===== config.mk =====
export PLATFORM = sky130hd
export DESIGN_NAME = sha256_ring_client
export DESIGN_NICKNAME = d
export VERILOG_FILES = /design/src/rtl/sha256_ring_pkg.sv /design/src/rtl/sha256_word_shift_reg.sv /design/src/rtl/sha256_ring_client.sv
export SDC_FILE = /design/constraint.sdc
export NUM_CORES = 1
export LEC_CHECK = 0
export ABC_CLOCK_PERIOD_IN_PS = 25400
export CORE_AREA = 3 3 227 229
export DETAILED_ROUTE_END_ITERATION = 7
export DIE_AREA = 0 0 230 232
export HOLD_SLACK_MARGIN = 0.05
export MAX_ROUTING_LAYER = met4
export PLACE_DENSITY_LB_ADDON = 0.15
export SYNTH_ARGS = -nofsm -noshare
export SYNTH_HDL_FRONTEND = slang
export SYNTH_SLANG_ARGS = --single-unit
export TNS_END_PERCENT = 100

===== constraint.sdc =====
create_clock -name clk_i -period 25.4 [get_ports clk_i]
set_input_delay 3.81 -clock clk_i [delete_from_list [all_inputs] [get_ports clk_i]]
set_output_delay 3.81 -clock clk_i [all_outputs]
set_load 0.03 [all_outputs]

===== src/rtl/sha256_ring_pkg.sv =====
// Shared definitions for the SHA-256 ring client.
// Holds the block/digest widths and the client state encoding used by
// sha256_ring_client and its word shift register.
package sha256_ring_pkg;

  localparam int sha256_block_width_gp  = 256;
  localparam int sha256_digest_width_gp = 256;

  typedef enum logic [1:0] {
    e_idle,
    e_send,
    e_recv,
    e_done
  } sha256_client_state_e;

endpackage


===== src/rtl/sha256_word_shift_reg.sv =====
// Parallel-load, word-shift register.
// Ports:
//   clk_i, reset_i  clock, asynchronous active-high reset (clears contents)
//   load_i, data_i  parallel load (takes priority over shift)
//   shift_i         shift left by one word, shift_data_i entering at the LSBs
//   data_o          current register contents
module sha256_word_shift_reg
  import sha256_ring_pkg::*;
#(
  parameter int width_p      = sha256_block_width_gp,
  parameter int word_width_p = 32
) (
  input  logic                    clk_i,
  input  logic                    reset_i,
  input  logic                    load_i,
  input  logic [width_p-1:0]      data_i,
  input  logic                    shift_i,
  input  logic [word_width_p-1:0] shift_data_i,
  output logic [width_p-1:0]      data_o
);

  logic [width_p-1:0] data_r;
  logic [width_p-1:0] shifted;

  // A single-word register has nothing to keep on a shift; the general
  // slice would be empty, so that case is split out.
  generate
    if (word_width_p == width_p) begin : g_one_word
      assign shifted = shift_data_i;
    end else begin : g_multi_word
      assign shifted = {data_r[width_p-word_width_p-1:0], shift_data_i};
    end
  endgenerate

  // NOTE: this is plain flop storage, not a RAM, so it is reset; that keeps
  // ring_data_o and digest_o at zero out of reset and drops partial blocks.
  always_ff @(posedge clk_i or posedge reset_i) begin
    if (reset_i)      data_r <= '0;
    else if (load_i)  data_r <= data_i;
    else if (shift_i) data_r <= shifted;
  end

  assign data_o = data_r;

endmodule


===== src/rtl/sha256_ring_client.sv =====
// Initiator-side endpoint for the SHA-256 ring node.
// Accepts one 256-bit block locally, sends it MS word first to the node over
// a valid/ready link, collects the digest words (MS word first) over a
// valid/yumi link and presents the 256-bit digest until the consumer yumis.
// Ports:
//   clk_i, reset_i                     clock, asynchronous active-high reset
//   msg_v_i, msg_i, msg_ready_o        local message in (valid/ready)
//   ring_v_o, ring_data_o, ring_ready_i  ring words to node (valid/ready)
//   ring_v_i, ring_data_i, ring_yumi_o   digest words from node (valid/yumi)
//   digest_v_o, digest_o, digest_yumi_i  local digest out (valid/yumi)
module sha256_ring_client
  import sha256_ring_pkg::*;
#(
  parameter int ring_width_p = 32
) (
  input  logic                              clk_i,
  input  logic                              reset_i,
  input  logic                              msg_v_i,
  input  logic [sha256_block_width_gp-1:0]  msg_i,
  output logic                              msg_ready_o,
  output logic                              ring_v_o,
  output logic [ring_width_p-1:0]           ring_data_o,
  input  logic                              ring_ready_i,
  input  logic                              ring_v_i,
  input  logic [ring_width_p-1:0]           ring_data_i,
  output logic                              ring_yumi_o,
  output logic                              digest_v_o,
  output logic [sha256_digest_width_gp-1:0] digest_o,
  input  logic                              digest_yumi_i
);

  localparam int words_lp     = sha256_block_width_gp / ring_width_p;
  localparam int cnt_width_lp = $clog2(words_lp + 1);
  localparam logic [cnt_width_lp-1:0] last_cnt_lp = cnt_width_lp'(words_lp - 1);

  generate
    if (sha256_block_width_gp % ring_width_p != 0) begin : g_bad_width
      $error("sha256_ring_client: ring_width_p must divide 256");
    end
  endgenerate

  sha256_client_state_e      state_r, state_n;
  logic [cnt_width_lp-1:0]   cnt_r;
  logic [sha256_block_width_gp-1:0]  tx_r;
  logic [sha256_digest_width_gp-1:0] rx_r;

  logic msg_fire, tx_fire, rx_fire, last_word;

  assign msg_fire  = msg_v_i & msg_ready_o;
  assign tx_fire   = ring_v_o & ring_ready_i;
  assign rx_fire   = ring_yumi_o;
  assign last_word = (cnt_r == last_cnt_lp);

  // State register.
  // NOTE: sequential state uses non-blocking assignments so every flop
  // samples pre-edge values regardless of process ordering.
  always_ff @(posedge clk_i or posedge reset_i) begin
    if (reset_i) state_r <= e_idle;
    else         state_r <= state_n;
  end

  // Next-state logic.
  // NOTE: state_n is defaulted before the case so no path leaves it
  // unassigned, which would otherwise infer a latch.
  always_comb begin
    state_n = state_r;
    case (state_r)
      e_idle: if (msg_fire)              state_n = e_send;
      e_send: if (tx_fire && last_word)  state_n = e_recv;
      e_recv: if (rx_fire && last_word)  state_n = e_done;
      e_done: if (digest_yumi_i)         state_n = e_idle;
      default:                           state_n = e_idle;
    endcase
  end

  // Output decode. msg_ready_o is masked by reset so nothing is accepted
  // while the block is being cleared.
  always_comb begin
    msg_ready_o = 1'b0;
    ring_v_o    = 1'b0;
    ring_yumi_o = 1'b0;
    digest_v_o  = 1'b0;
    case (state_r)
      e_idle: msg_ready_o = ~reset_i;
      e_send: ring_v_o    = 1'b1;
      e_recv: ring_yumi_o = ring_v_i;
      e_done: digest_v_o  = 1'b1;
      default: ;
    endcase
  end

  // Word counter: cleared on message accept and on the SEND->RECV hand-off.
  // In RECV it may reach W, which is why it is one bit wider than W-1 needs.
  always_ff @(posedge clk_i or posedge reset_i) begin
    if (reset_i) begin
      cnt_r <= '0;
    end else if (msg_fire) begin
      cnt_r <= '0;
    end else if (tx_fire) begin
      cnt_r <= last_word ? '0 : cnt_r + cnt_width_lp'(1);
    end else if (rx_fire) begin
      cnt_r <= cnt_r + cnt_width_lp'(1);
    end
  end

  sha256_word_shift_reg #(
    .width_p     (sha256_block_width_gp),
    .word_width_p(ring_width_p)
  ) tx_sr (
    .clk_i       (clk_i),
    .reset_i     (reset_i),
    .load_i      (msg_fire),
    .data_i      (msg_i),
    .shift_i     (tx_fire),
    .shift_data_i('0),
    .data_o      (tx_r)
  );

  sha256_word_shift_reg #(
    .width_p     (sha256_digest_width_gp),
    .word_width_p(ring_width_p)
  ) rx_sr (
    .clk_i       (clk_i),
    .reset_i     (reset_i),
    .load_i      (1'b0),
    .data_i      ('0),
    .shift_i     (rx_fire),
    .shift_data_i(ring_data_i),
    .data_o      (rx_r)
  );

  assign ring_data_o = tx_r[sha256_block_width_gp-1 -: ring_width_p];
  assign digest_o    = rx_r;

endmodule


==> results.md <==
- Post-synth top area share: 0.6019
- Post-CTS Resized: 0
- Drt first pass iters: 7
- Inserted Clock Buffers: 57
- Commonest non-fill, non-tap cell in the layout: nand2_1
- Overall power: 0.003961 W
- Post-CTS setup repair buffer count: 0
- Die Span Y: 232 microns
- Synth warn: 0
- Slowest-stage cell, CP: clkdlybuf4s50_1
- Post-layout net count: 3278
- Setup violators final: 0
- Placed Cells: 3591
- Cell mode on critical path: clkdlybuf4s50_1
- Post-synth top area cell: dfrtp_1
- Detailed Route WL: 68880 microns
- CP Data Arrival Time: 5.98 ns
- Share of layout cells above drive strength 1: 0.03484
- Worst path cell trace: clkdlybuf4s50_1 -> nand2_4 -> inv_8 -> clkdlybuf4s50_1
- First-pass GRT wire length: 104600 microns
- Tcrit/Tclk final: 0.3854
- CP required: 21.59 ns
- I/O pin total: 586
- Vias/cell: 5.011
- Register area share after synthesis: 0.6019
- Crit-path max cell delay: 0.78 ns
- Cts hold-fix bufs: 0
- Startpoint type of the worst setup path: input port
- Status: finished, final reports clean
- Slew headroom: 0.2554
- Setup TNS: 0 ns
- Syn_area_per_cell: 8.556 sq um
- Netlist Area Pre-Place: 21530 sq um
- DP Worst Slack: 15.56 ns
- Synthesized instance count: 2517
- GRT Overall Usage: 0.2569
- CTS tree: yes
- Leak pwr: 14.07 nW
- HPWL Detailed: 47680 microns
- Skew final: 0.009386 ns
- ANT nets after route: 0
- Worst-Margin Slew: 1.117 ns
- I/O Buffers: 585
- Clock Latency Late Sink: 0.59 ns
- Final hold vios: 0
- Clk buf depth: 3
- Top cells by area, synth: dfrtp_1 (60%), nand2_1 (22%), a31oi_1 (6.5%), nor2_1 (4.0%), buf_2 (2.6%)
- Commonest non-fill, non-tap cells in the layout: nand2_1 (1282), clkdlybuf4s50_1 (585), dfrtp_1 (518)
- Cell variety after synth: 28
- PnR worst setup slack: 15.61 ns
- Vias in the first global route: 17700
- Routed WL per cell: 18.59 microns
- Die area: 53360 sq um
- Synth-to-layout area growth: 35.63%
- MaxCap Viol Count: 0
- Peak supply drop: 0.08884 mV
- Routed vias: 18570
- Unrepaired setup endpoints after global routing: no
- WHS Path Cells: 2
- Synth Register Bits: 518
- Grt total ovfl: 0
- CTS sink count: 518
- Critical Path Sink Type: primary output
- Initial antenna violation count: 19
- Starting DRT DRC Count: 1782
- Worst Setup Path Type: in2out
- Htree depth: 2
- Syn nets: 2817
- Tmin final: 9.788 ns
- Register-to-register setup slack: 21.67 ns
- Hold WS: 0.4784 ns
- Largest net degree at the start of global routing: 216
- R2r worst-path depth: 7
- Clock-pin slew of the registers on the worst-case setup and hold paths: 0.06 ns
- Max frequency: 102.2 MHz
- Root Driver: clkbuf_16
- Core region area: 49860 sq um
- Post-route DRC: 0
- DIE WIDTH: 230 microns
- Power density over cell area: 135.6 nW/um^2
- Tightest Hold Check Type: reg2reg
- Site row count: 82
- Critical path peak fanout: 93
- Routability cong.: 0.9080
- Final slew viol count: 0
- Non-filler instance count after layout: 3705
- Starting density of the core: 0.4319
cell usage after synthesis:
| master | number |
|---|---|
| mux2i_1 | 1 |
| a32oi_1 | 1 |
| and3_1 | 1 |
| xor2_1 | 2 |
| nor2b_4 | 1 |
| buf_6 | 10 |
| o21ai_1 | 2 |
| inv_2 | 1 |
| a31oi_1 | 224 |
| mux2_1 | 1 |
| and2_1 | 1 |
| nand3_1 | 33 |
| nor2_1 | 228 |
| buf_4 | 35 |
| nand2_1 | 1285 |
| nand2b_1 | 3 |
| a21oi_1 | 2 |
| o2111ai_1 | 1 |
| clkbuf_1 | 36 |
| buf_1 | 7 |
| dfrtp_1 | 518 |
| or3_1 | 1 |
| ha_1 | 6 |
| buf_2 | 110 |
| inv_1 | 3 |
| nor3_1 | 2 |
| nor2b_1 | 1 |
| o21ai_0 | 1 |
critical path: cells and delay by family:
kind,cells,cell delay [ns]
buf+inv,3,1.80
simple gates,1,0.32
final timing paths:
check,start,to
worst max register to register,state_r[1],tx_sr.data_o[154]
max in group asynchronous,reset_i,rx_sr.data_o[247]
worst min register to register,rx_sr.data_o[232],rx_sr.data_o[232]
worst min-delay path,rx_sr.data_o[232],rx_sr.data_o[232]
min in group asynchronous,reset_i,tx_sr.data_o[3]
worst max-delay path,ring_v_i,ring_yumi_o
per-stage QoR:
stage	area [sq um]	utilization
final	29210	0.5858
after global routing	29210	0.5857
after CTS	29160	0.5848
after detailed placement	27330	0.5482
after global placement	27330	0.5482
after floorplan	21530	-
layout make-up:
| cell class | count | area, sq um |
|---|---|---|
| well taps | 672 | 840.8 |
| fillers | 4499 | 20650 |
| clock inverters | 13 | 176.4 |
| multi-input cells | 1797 | 7495 |
| clock buffers | 82 | 1650 |
| diodes | 19 | 47.55 |
| repair buffers | 600 | 6006 |
| inverters | 4 | 30.03 |
| flip-flops and latches | 518 | 12960 |
logic make-up after synthesis:
family | after synthesis | share of synthesized area
xor gates and xnor gates | 2 | 0.0008136
buffers and inverters | 202 | 0.05119
AOI/OAI and AO/OA | 231 | 0.06705
adders and majority gates | 6 | 0.003486
DFF | 518 | 0.6019
and+or+nand+nor | 1556 | 0.2745
muxes | 2 | 0.0009877
report_power, final:
part	internal (W)	total [W]	leakage (nW)	switching, W
Sequential	0.00121	0.00149	6.63	0.000280
Combinational	0.000638	0.00165	6.54	0.00102
Clock	0.000487	0.000814	0.904	0.000328
per-layer routing:
layer  up-vias  track usage  part of all wire  wire, microns
li1       8946            -                 -              -
met1      8907       0.3527              0.44          30320
met2       608       0.3845              0.46          31950
met3       104      0.05275             0.066           4572
met4         0      0.08418             0.030           2037
met5         -            -                 0              0
sequential cells by signal (all words and copies together) (netlist names):
name and flops:
cnt_r 4, rx_sr.data_o 256, state_r 2, tx_sr.data_o 256
No activity file was read; power rests on OpenSTA's default activity.
